<file path="src/rtl/sdram_bridge_pkg.sv">
// Shared types for the SDRAM request bridge.
//   op_e    : command opcode (write / read)
//   cmd_t   : one buffered request {op, addr, wdata}
//   state_e : Avalon issue FSM states
// DEF_ADDR_W / DEF_DATA_W size cmd_t and are the default bridge widths.
package sdram_bridge_pkg;

  localparam int unsigned DEF_ADDR_W = 26;
  localparam int unsigned DEF_DATA_W = 16;

  typedef enum logic {
    OP_WR = 1'b0,
    OP_RD = 1'b1
  } op_e;

  typedef struct packed {
    op_e                   op;
    logic [DEF_ADDR_W-1:0] addr;
    logic [DEF_DATA_W-1:0] wdata;
  } cmd_t;

  typedef enum logic {
    S_IDLE  = 1'b0,
    S_ISSUE = 1'b1
  } state_e;

endpackage

</file>
<file path="src/rtl/sdram_cmd_fifo.sv">
// Show-ahead synchronous FIFO of cmd_t.
//   i_clk, i_rst_n : clock, async active-low reset (pointers only)
//   i_push, i_data : write an entry; ignored when full
//   i_pop          : drop the head entry; ignored when empty
//   o_head         : current head entry, valid while o_empty is low
//   o_full, o_empty: occupancy flags, combinational from the pointers
module sdram_cmd_fifo
  import sdram_bridge_pkg::*;
#(
  parameter int unsigned DEPTH = 4
) (
  input  logic i_clk,
  input  logic i_rst_n,
  input  logic i_push,
  input  cmd_t i_data,
  input  logic i_pop,
  output cmd_t o_head,
  output logic o_full,
  output logic o_empty
);

  localparam int unsigned PTR_W = $clog2(DEPTH);

  // Pointers carry one wrap bit so full and empty can be told apart.
  logic [PTR_W:0] wr_ptr_q, rd_ptr_q;
  cmd_t           mem_q [DEPTH];
  logic           push_ok, pop_ok;

  always_comb begin
    o_empty = (wr_ptr_q == rd_ptr_q);
    o_full  = (wr_ptr_q[PTR_W] != rd_ptr_q[PTR_W]) &&
              (wr_ptr_q[PTR_W-1:0] == rd_ptr_q[PTR_W-1:0]);
    push_ok = i_push && !o_full;
    pop_ok  = i_pop && !o_empty;
    o_head  = mem_q[rd_ptr_q[PTR_W-1:0]];
  end

  always_ff @(posedge i_clk or negedge i_rst_n) begin
    if (!i_rst_n) begin
      wr_ptr_q <= '0;
      rd_ptr_q <= '0;
    end else begin
      if (push_ok) wr_ptr_q <= wr_ptr_q + 1'b1;
      if (pop_ok)  rd_ptr_q <= rd_ptr_q + 1'b1;
    end
  end

  always_ff @(posedge i_clk) begin
    if (push_ok) mem_q[wr_ptr_q[PTR_W-1:0]] <= i_data;
  end

endmodule

</file>
<file path="src/rtl/sdram_req_bridge.sv">
// Single-pulse SDRAM request responder -> Avalon-MM master.
//   i_clk, i_rst_n          : clock, async active-low reset
//   i_write/i_read/i_addr/i_wdata : one-cycle request pulses
//   o_rdata, o_rvalid       : registered read return, request order
//   o_full                  : command FIFO full (combinational)
//   o_drop                  : one-cycle pulse when a request is discarded
//   o_avm_*                 : Avalon-MM master towards the SDRAM controller
//   i_avm_waitrequest/readdata/readdatavalid : Avalon slave responses
module sdram_req_bridge
  import sdram_bridge_pkg::*;
#(
  parameter int unsigned ADDR_W      = DEF_ADDR_W,
  parameter int unsigned DATA_W      = DEF_DATA_W,
  parameter int unsigned FIFO_DEPTH  = 4,
  parameter int unsigned MAX_PEND_RD = 4
) (
  input  logic              i_clk,
  input  logic              i_rst_n,
  input  logic              i_write,
  input  logic              i_read,
  input  logic [ADDR_W-1:0] i_addr,
  input  logic [DATA_W-1:0] i_wdata,
  output logic [DATA_W-1:0] o_rdata,
  output logic              o_rvalid,
  output logic              o_full,
  output logic              o_drop,
  output logic [ADDR_W-1:0] o_avm_address,
  output logic              o_avm_write,
  output logic              o_avm_read,
  output logic [DATA_W-1:0] o_avm_writedata,
  output logic [1:0]        o_avm_byteenable,
  input  logic              i_avm_waitrequest,
  input  logic [DATA_W-1:0] i_avm_readdata,
  input  logic              i_avm_readdatavalid
);

  localparam int unsigned PEND_W = $clog2(MAX_PEND_RD + 1);
  localparam logic [PEND_W:0] MAX_PEND = (PEND_W + 1)'(MAX_PEND_RD);

  state_e            state_q, state_d;
  logic [PEND_W-1:0] pend_q, pend_d;
  logic [ADDR_W-1:0] avm_addr_q;
  logic [DATA_W-1:0] avm_wdata_q, rdata_q;
  logic              avm_write_q, avm_read_q, rvalid_q, drop_q;

  cmd_t              push_cmd, head;
  logic              fifo_push, fifo_pop, fifo_full, fifo_empty;
  logic              req, drop_d;
  logic              xfer_done, rd_done, rd_ret, head_ok, load, clear;
  logic [PEND_W:0]   issue_cnt;

  sdram_cmd_fifo #(
    .DEPTH (FIFO_DEPTH)
  ) u_fifo (
    .i_clk   (i_clk),
    .i_rst_n (i_rst_n),
    .i_push  (fifo_push),
    .i_data  (push_cmd),
    .i_pop   (fifo_pop),
    .o_head  (head),
    .o_full  (fifo_full),
    .o_empty (fifo_empty)
  );

  // Request acceptance: a simultaneous write+read keeps the write. A full
  // FIFO rejects even when a pop happens on the same edge.
  always_comb begin
    req            = i_write | i_read;
    fifo_push      = req & ~fifo_full;
    push_cmd.op    = i_write ? OP_WR : OP_RD;
    push_cmd.addr  = i_addr;
    push_cmd.wdata = i_wdata;
    drop_d         = (req & fifo_full) | (i_write & i_read);
  end

  // Read-credit bookkeeping. A read may be loaded only if, counting a read
  // completing on this edge, fewer than MAX_PEND_RD are outstanding; the
  // loaded read then cannot push the count past the limit when it completes.
  always_comb begin
    xfer_done = (state_q == S_ISSUE) & ~i_avm_waitrequest;
    rd_done   = xfer_done & avm_read_q;
    rd_ret    = i_avm_readdatavalid & (pend_q != '0);
    issue_cnt = {1'b0, pend_q} + {{PEND_W{1'b0}}, rd_done};
    head_ok   = ~fifo_empty & ((head.op == OP_WR) | (issue_cnt < MAX_PEND));
    pend_d    = pend_q;
    if (rd_done && !rd_ret)      pend_d = pend_q + PEND_W'(1);
    else if (!rd_done && rd_ret) pend_d = pend_q - PEND_W'(1);
  end

  always_comb begin
    state_d  = state_q;
    fifo_pop = 1'b0;
    load     = 1'b0;
    clear    = 1'b0;
    unique case (state_q)
      S_IDLE: begin
        if (head_ok) begin
          fifo_pop = 1'b1;
          load     = 1'b1;
          state_d  = S_ISSUE;
        end
      end
      S_ISSUE: begin
        if (xfer_done) begin
          if (head_ok) begin
            fifo_pop = 1'b1;
            load     = 1'b1;
          end else begin
            clear   = 1'b1;
            state_d = S_IDLE;
          end
        end
      end
      default: state_d = S_IDLE;
    endcase
  end

  always_ff @(posedge i_clk or negedge i_rst_n) begin
    if (!i_rst_n) begin
      state_q     <= S_IDLE;
      pend_q      <= '0;
      avm_addr_q  <= '0;
      avm_wdata_q <= '0;
      avm_write_q <= 1'b0;
      avm_read_q  <= 1'b0;
      rdata_q     <= '0;
      rvalid_q    <= 1'b0;
      drop_q      <= 1'b0;
    end else begin
      state_q  <= state_d;
      pend_q   <= pend_d;
      rvalid_q <= rd_ret;
      drop_q   <= drop_d;
      if (rd_ret) rdata_q <= i_avm_readdata;
      if (load) begin
        avm_addr_q  <= head.addr;
        avm_wdata_q <= head.wdata;
        avm_write_q <= (head.op == OP_WR);
        avm_read_q  <= (head.op == OP_RD);
      end else if (clear) begin
        avm_write_q <= 1'b0;
        avm_read_q  <= 1'b0;
      end
    end
  end

  always_comb begin
    o_full           = fifo_full;
    o_drop           = drop_q;
    o_rdata          = rdata_q;
    o_rvalid         = rvalid_q;
    o_avm_address    = avm_addr_q;
    o_avm_write      = avm_write_q;
    o_avm_read       = avm_read_q;
    o_avm_writedata  = avm_wdata_q;
    o_avm_byteenable = 2'b11;
  end

endmodule

</file>
<file path="config.mk">
export PLATFORM = sky130hd
export DESIGN_NAME = sdram_req_bridge
export DESIGN_NICKNAME = d
export VERILOG_FILES = /design/src/rtl/sdram_bridge_pkg.sv /design/src/rtl/sdram_cmd_fifo.sv /design/src/rtl/sdram_req_bridge.sv
export SDC_FILE = /design/constraint.sdc
export NUM_CORES = 1
export LEC_CHECK = 0
export ABC_AREA = 0
export ABC_CLOCK_PERIOD_IN_PS = 5000
export BUFFER_PORTS_ARGS = -buffer_cell sky130_fd_sc_hd__clkbuf_2
export CORE_MARGIN = 3
export CORE_UTILIZATION = 60
export CTS_CLUSTER_DIAMETER = 30
export DETAILED_ROUTE_END_ITERATION = 8
export GPL_ROUTABILITY_DRIVEN = 0
export HOLD_SLACK_MARGIN = 0.15
export PLACE_DENSITY = 0.9
export SLEW_MARGIN = 20
export SYNTH_ARGS = -nofsm -noshare
export SYNTH_HDL_FRONTEND = slang
export SYNTH_SLANG_ARGS = --single-unit
</file>
<file path="constraint.sdc">
create_clock -name i_clk -period 5 [get_ports i_clk]
set_clock_uncertainty 0.1 [all_clocks]
set_input_delay 1.25 -clock i_clk [delete_from_list [all_inputs] [get_ports i_clk]]
set_output_delay 1.25 -clock i_clk [all_outputs]
set_load 0.005 [all_outputs]
</file>
### Yosys cells after proc, flatten, opt, wreduce, memory -nomap -nowiden

Memory sizes are Yosys's and may differ from the RTL's.
Index checks and enable logic that the tools add are counted.

| word-level totals | value |
|---|---|
| register bits after elaboration | 72 |
| RAM bits | 172 |
| input port bits | 64 |
| output and inout bits | 65 |
| word-level logic and storage cells | 64 |
| memories | 1 |

| operators by class | value |
|---|---|
| $add $sub $neg | 5 |
| magnitude comparators | 1 |
| eq/ne operators | 3 |
| mux-type cells | 16 |
| bitwise operators | 15 |
| reductions and logical operators | 12 |

Memory list:

| memory | words | width | read ports | clocked after memory_dff | wr ports | line | RTL |
|---|---|---|---|---|---|---|---|
| u_fifo.mem_q | 4 | 43 | 1 | 0 | 1 | sdram_cmd_fifo.sv:26 | `cmd_t mem_q [DEPTH];` |

Operators with widths:

| cell | number |
|---|---|
| 1-bit 2-to-1 mux | 12 |
| 3-bit by 1-bit adder with 3-bit output (second input constant) | 3 |
| 1-bit bitwise AND | 7 |
| 3-bit 2-to-1 mux | 2 |
| 1-bit logical AND | 5 |
| 1-bit inverter | 5 |
| 3-bit by 1-bit adder with 4-bit output | 1 |
| 1-bit logical NOT | 4 |
| 4-bit by 3-bit < comparator with 1-bit output (second input constant) | 1 |
| 1-bit case mux with 2 select lines | 2 |
| 2-bit nonzero test | 2 |
| 3-bit equality test | 1 |
| 1-bit OR | 3 |
| 3-bit nonzero test | 1 |
| 3-bit by 1-bit subtractor with 3-bit output (second input constant) | 1 |
| 2-bit equality test | 1 |
| 1-bit != test | 1 |

### Longest topological paths before layout

| logic depth | value |
|---|---|
| depth after elaboration | 12 |
| gate-level depth with buffers | 9 |
| gate-level depth less buffers | 8 |

### Hierarchy

A second synthesis with hierarchy kept.

| unflattened totals | value |
|---|---|
| cell total of the unflattened synthesis | 439 |
| area total of the unflattened synthesis | 9,485.3 sq um |

By module, submodules not included:

| module | times used | cells each | area an instance (sq um) | seq. area each (sq um) |
|---|---|---|---|---|
| sdram_cmd_fifo | 1 | 273 | 6,703.9 | 5,315.1 |
| sdram_req_bridge | 1 | 166 | 2,781.4 | 1,651.6 |

### Worst setup path after synthesis

Ideal clock, no wire load.

| timing | value |
|---|---|
| path kind | input -> register |
| start point | input i_read |
| end point | memory u_fifo.mem_q[3][0] (netlist name) (enable) |
| library setup time | 0.406 ns |
| data arrival time | 2.739 ns |
| required time | 4.494 ns |
| setup slack | 1.754 ns |
| cell stages on the path | 3 |
| buffers on the path | 0 |
| cells stage by stage | nor2_1 -> a31oi_1 -> and2_1 |

| on the way | value |
|---|---|
| cells in the longest elaborated chain, start to end | 5 |

RTL lines:

| what | line | RTL |
|---|---|---|
| from (decl) | sdram_req_bridge.sv:20 | `input logic i_read,` |
| 1-bit OR | sdram_req_bridge.sv:68 | `req = i_write \| i_read;` |
| 1-bit bitwise AND | sdram_req_bridge.sv:69 | `fifo_push = req & ~fifo_full;` |
| 1-bit logical AND | sdram_cmd_fifo.sv:33 | `push_ok = i_push && !o_full;` |
| 1-bit 2-to-1 mux | sdram_cmd_fifo.sv:49 | `if (push_ok) mem_q[wr_ptr_q[PTR_W-1:0]] <= i_data;` |
| 1-bit 2-to-1 mux (not written as such) | sdram_cmd_fifo.sv:49 |  |
| to (decl) | sdram_cmd_fifo.sv:26 |  |

Every way passes these cells.

### Final worst setup path

| timing | value |
|---|---|
| start point | register u_fifo.rd_ptr_q[0] |
| end point | output o_full |

| on the way | value |
|---|---|
| cells in the longest elaborated chain, start to end | 2 |

RTL lines:

| what | line | RTL |
|---|---|---|
| from (decl) | sdram_cmd_fifo.sv:25 | `logic [PTR_W:0] wr_ptr_q, rd_ptr_q;` |
| from (signal assigned) | sdram_cmd_fifo.sv:44 | `if (pop_ok) rd_ptr_q <= rd_ptr_q + 1'b1;` |
| 2-bit equality test | sdram_cmd_fifo.sv:32 | `(wr_ptr_q[PTR_W-1:0] == rd_ptr_q[PTR_W-1:0]);` |
| 1-bit logical AND | sdram_cmd_fifo.sv:31 | `o_full = (wr_ptr_q[PTR_W] != rd_ptr_q[PTR_W]) &&` |
| to (decl) | sdram_req_bridge.sv:25 | `output logic o_full,` |

Every way passes these cells.

==> summary.txt <==
Outcome
  – Status: completed

Logic synthesis
  – Post-synthesis cell type count: 35
  – Yosys top cell area share: 56.2%
  – Seq cells post-synth: 244
  – Mean area per synthesized cell: 20.0 µm²
  – Post-synth top area cell: edfxtp_1
  – Fraction of registers with async set/reset: 29.5%
  – Post-synth EDFFs: 172
  – Syn Inst Count: 459
  – Seq/Total Area, Yosys: 75.9%
  – Netlist Area Pre-Place: 0.00918 mm²
  – Ys Warns: 0
  – Ranking of synthesized cells by area: edfxtp_1 (56%), dfrtp_1 (20%), mux4_2 (11%)
  – Ys flop type: edfxtp_1

Setup path
  – Flop2flop setup slack: 1790 ps
  – Arrival time at the worst endpoint: 1940 ps
  – Slowest stage cell, crit path: dfrtp_4
  – Crit path buf inv count: 1
  – Max incr delay on CP: about 700 ps
  – R2R cell count: 4
  – CP Class: reg2out
  – CP Max Fanout: 25
  – RR Endpoint: o_avm_address[1]
  – RR Startpoint: u_fifo.rd_ptr_q[0]
  – Startpoint Class: flip-flop
  – CP Capture Type: output port
  – Critical-path cell list: xnor2_1 -> and3_1 -> clkbuf_2
  – Delay-heaviest family, CP: flip-flops
  – WP data required: 3650 ps

Timing
  – Min Clock Period, post-route: 3290 ps
  – F_max: 304 MHz
  – Least-Margin Pin Slew: roughly 960 ps
  – Final hold viol count: 0
  – Post-route clock period utilization: 65.7%
  – Max-slew headroom: between 30% and 40%
  – Unrepaired setup endpoints after global routing: no
  – Max Slew Vio Count: 0
  – Post-route setup TNS: 0 ps
  – Setup violations, final: 0

Drt
  – Highest metal used: met5
  – Drt via density: 5.82
  – M1 WL: 7380 µm
  – DR pass1 iterations: 5
  – DRC Markers: 0
  – Routed wire length: 19100 µm
  – 1st-iter DRT viols: 270
  – Vias: 4757
  – Wire per inst: 23.3 µm
  – Final ANT Viol Nets: 0
  – Routed wl met2: 9890 µm
  – Metal3 WL: 1360 µm

Global routing
  – Vias in the first global route: 5074
  – First-pass GRT wire length: roughly 30000 µm
  – Initial antenna violation count: 1
  – Largest net degree at the start of global routing: 73
  – GR Overflow Total: 0
  – GRT Util Overall: a little under a quarter

Min path
  – Worst hold start: o_rdata[1]
  – Worst min-delay path category: reg2reg
  – WHS Endpoint: o_rdata[1]
  – Hold depth: 2

Clock network
  – CTS tree: built
  – Clock Latency Late Sink: 510 ps
  – Clk root buf: clkbuf_16
  – Post-CTS setup buffer count: 0
  – # hold bufs at CTS: 0
  – Sink Count: roughly 240
  – Max H-tree Level: 2
  – Post-CTS sizing: 0
  – Clock-pin slew on the worst setup and hold paths: 60 ps
  – CTS Buffer Depth: 3
  – TritonCTS Buffers: 36

Place
  – Inst Count DP: 753
  – Final HPWL DP: 11000 µm
  – IO buf count: 126
  – Area post-placement: ~0.010 mm²

Cells and area
  – Fillers: 787
  – Commonest cells after routing, fill and taps aside: edfxtp_1 (172), clkbuf_2 (125), dfrtp_1 (70), nand2_1 (52), mux4_2 (43)
  – N_diodes: 0
  – Area grow syn2layout: 21.0%
  – Layout cells sized above 1: 44.0%
  – Fin area: roughly 0.011 mm²
  – Fin cells: 818
  – Commonest non-fill, non-tap cell in the layout: edfxtp_1
  – Nets@finish: between 600 and 700

Pwr
  – Total power: 0.00796 W
  – Worst VDD drop: 0.437 mV
  – Leak Pwr: 4.35 nW
  – Power Density: 717 mW/mm²

Floorplan
  – Core ar.: 0.0148 mm²
  – Initial Util: 62.2%
  – Io pins: approximately 130
  – Chip height: 130 µm
  – # rows: 44
  – Die area: 0.0168 mm²
  – Die X: 130 µm

Run
  – Max_cap viols: 0
==> final cells by class <==
| cell class | instances | area (µm²) | share of cell area [%] |
|---|---|---|---|
| clock buffer | 42 | 943 | 8.49 |
| clock inverter | 23 | 185 | 1.67 |
| inverter | 6 | 22.5 | 0.203 |
| multi-input combinational | 189 | 2080 | 18.7 |
| sequential | 244 | 6970 | 62.7 |
| tap | 184 | 230 | 2.07 |
| timing repair buffer | 130 | 676 | 6.08 |
==> metal layers <==
metal | vias to the layer above | track usage (%)
li1 | 2074 | -
met1 | 2445 | 30.8
met2 | 202 | 39.5
met3 | 34 | 6.55
met4 | 2 | 6.91
met5 | - | 0
==> registers in the layout, summed over array words and instances, names as in the netlist, 3 cells and up <==
register,flops
o_avm_address,26
o_avm_writedata,16
o_rdata,16
pend_q,3
u_fifo.mem_q,172
u_fifo.rd_ptr_q,3
u_fifo.wr_ptr_q,3
==> worst max path at each step <==
| stage | start | end | cells after the start |
|---|---|---|---|
| 2_1_floorplan | i_read | u_fifo.mem_q[3][0] | 3 |
| 3_5_place_dp | i_write | u_fifo.mem_q[3][2] | 4 |
| 6_report | u_fifo.rd_ptr_q[0] | o_full | 3 |
| 3_3_place_gp | i_write | u_fifo.mem_q[3][1] | 4 |
| 4_1_cts | u_fifo.rd_ptr_q[0] | o_full | 3 |
| 5_1_grt | u_fifo.rd_ptr_q[0] | o_full | 3 |
==> logic make-up (layout without fill, tap and decap cells) <==
group / count (synthesis) / in the layout / synth area share, %
flops: 244 / 244 / 75.9
mux: 87 / 87 / 15.9
simple gates: 67 / 67 / 3.04
buf+inv: 27 / 201 / 1.61
compound gates: 14 / 14 / 1.31
xor+xnor: 11 / 11 / 1.05
fa+ha+maj: 8 / 8 / 1.14
other cells: 1 / 2 / 0.0408
==> per-stage QoR <==
step           setup WS (ps)  utilization [%]  hold slack (ps)
2_1_floorplan           1750                -              370
3_3_place_gp            1700             67.6              356
3_5_place_dp            1570             67.6              371
4_1_cts                 1690             75.3              384
5_1_grt                 1580             75.3              398
6_report                1710             75.3              377
==> worst min-delay path: stages, from the launching register on <==
cell and delay, ps:
dfrtp_1 340, nand2_1 50, nand2_1 60
==> power breakdown <==
group | switching [W] | internal, W | leakage (nW) | total [W]
registers | 0.000401 | 0.00301 | 2.44 | 0.00341
logic | 0.00113 | 0.00112 | 1.35 | 0.00225
clock network | 0.000888 | 0.00142 | 0.557 | 0.00231
total | 0.00242 | 0.00554 | 4.35 | 0.00796
==> synthesized netlist by cell type (2+ instances only) <==
library cell	count
buf_6	5
ha_1	6
and3_1	2
mux4_2	43
inv_1	5
o21ai_0	4
mux2_2	38
nand2_1	52
mux2_1	6
xor2_1	6
a31oi_1	2
and2_1	4
edfxtp_1	172
clkbuf_1	13
nor2_1	5
buf_4	2
xnor2_1	5
dfrtp_1	72
(Power assumes the default switching activity.)
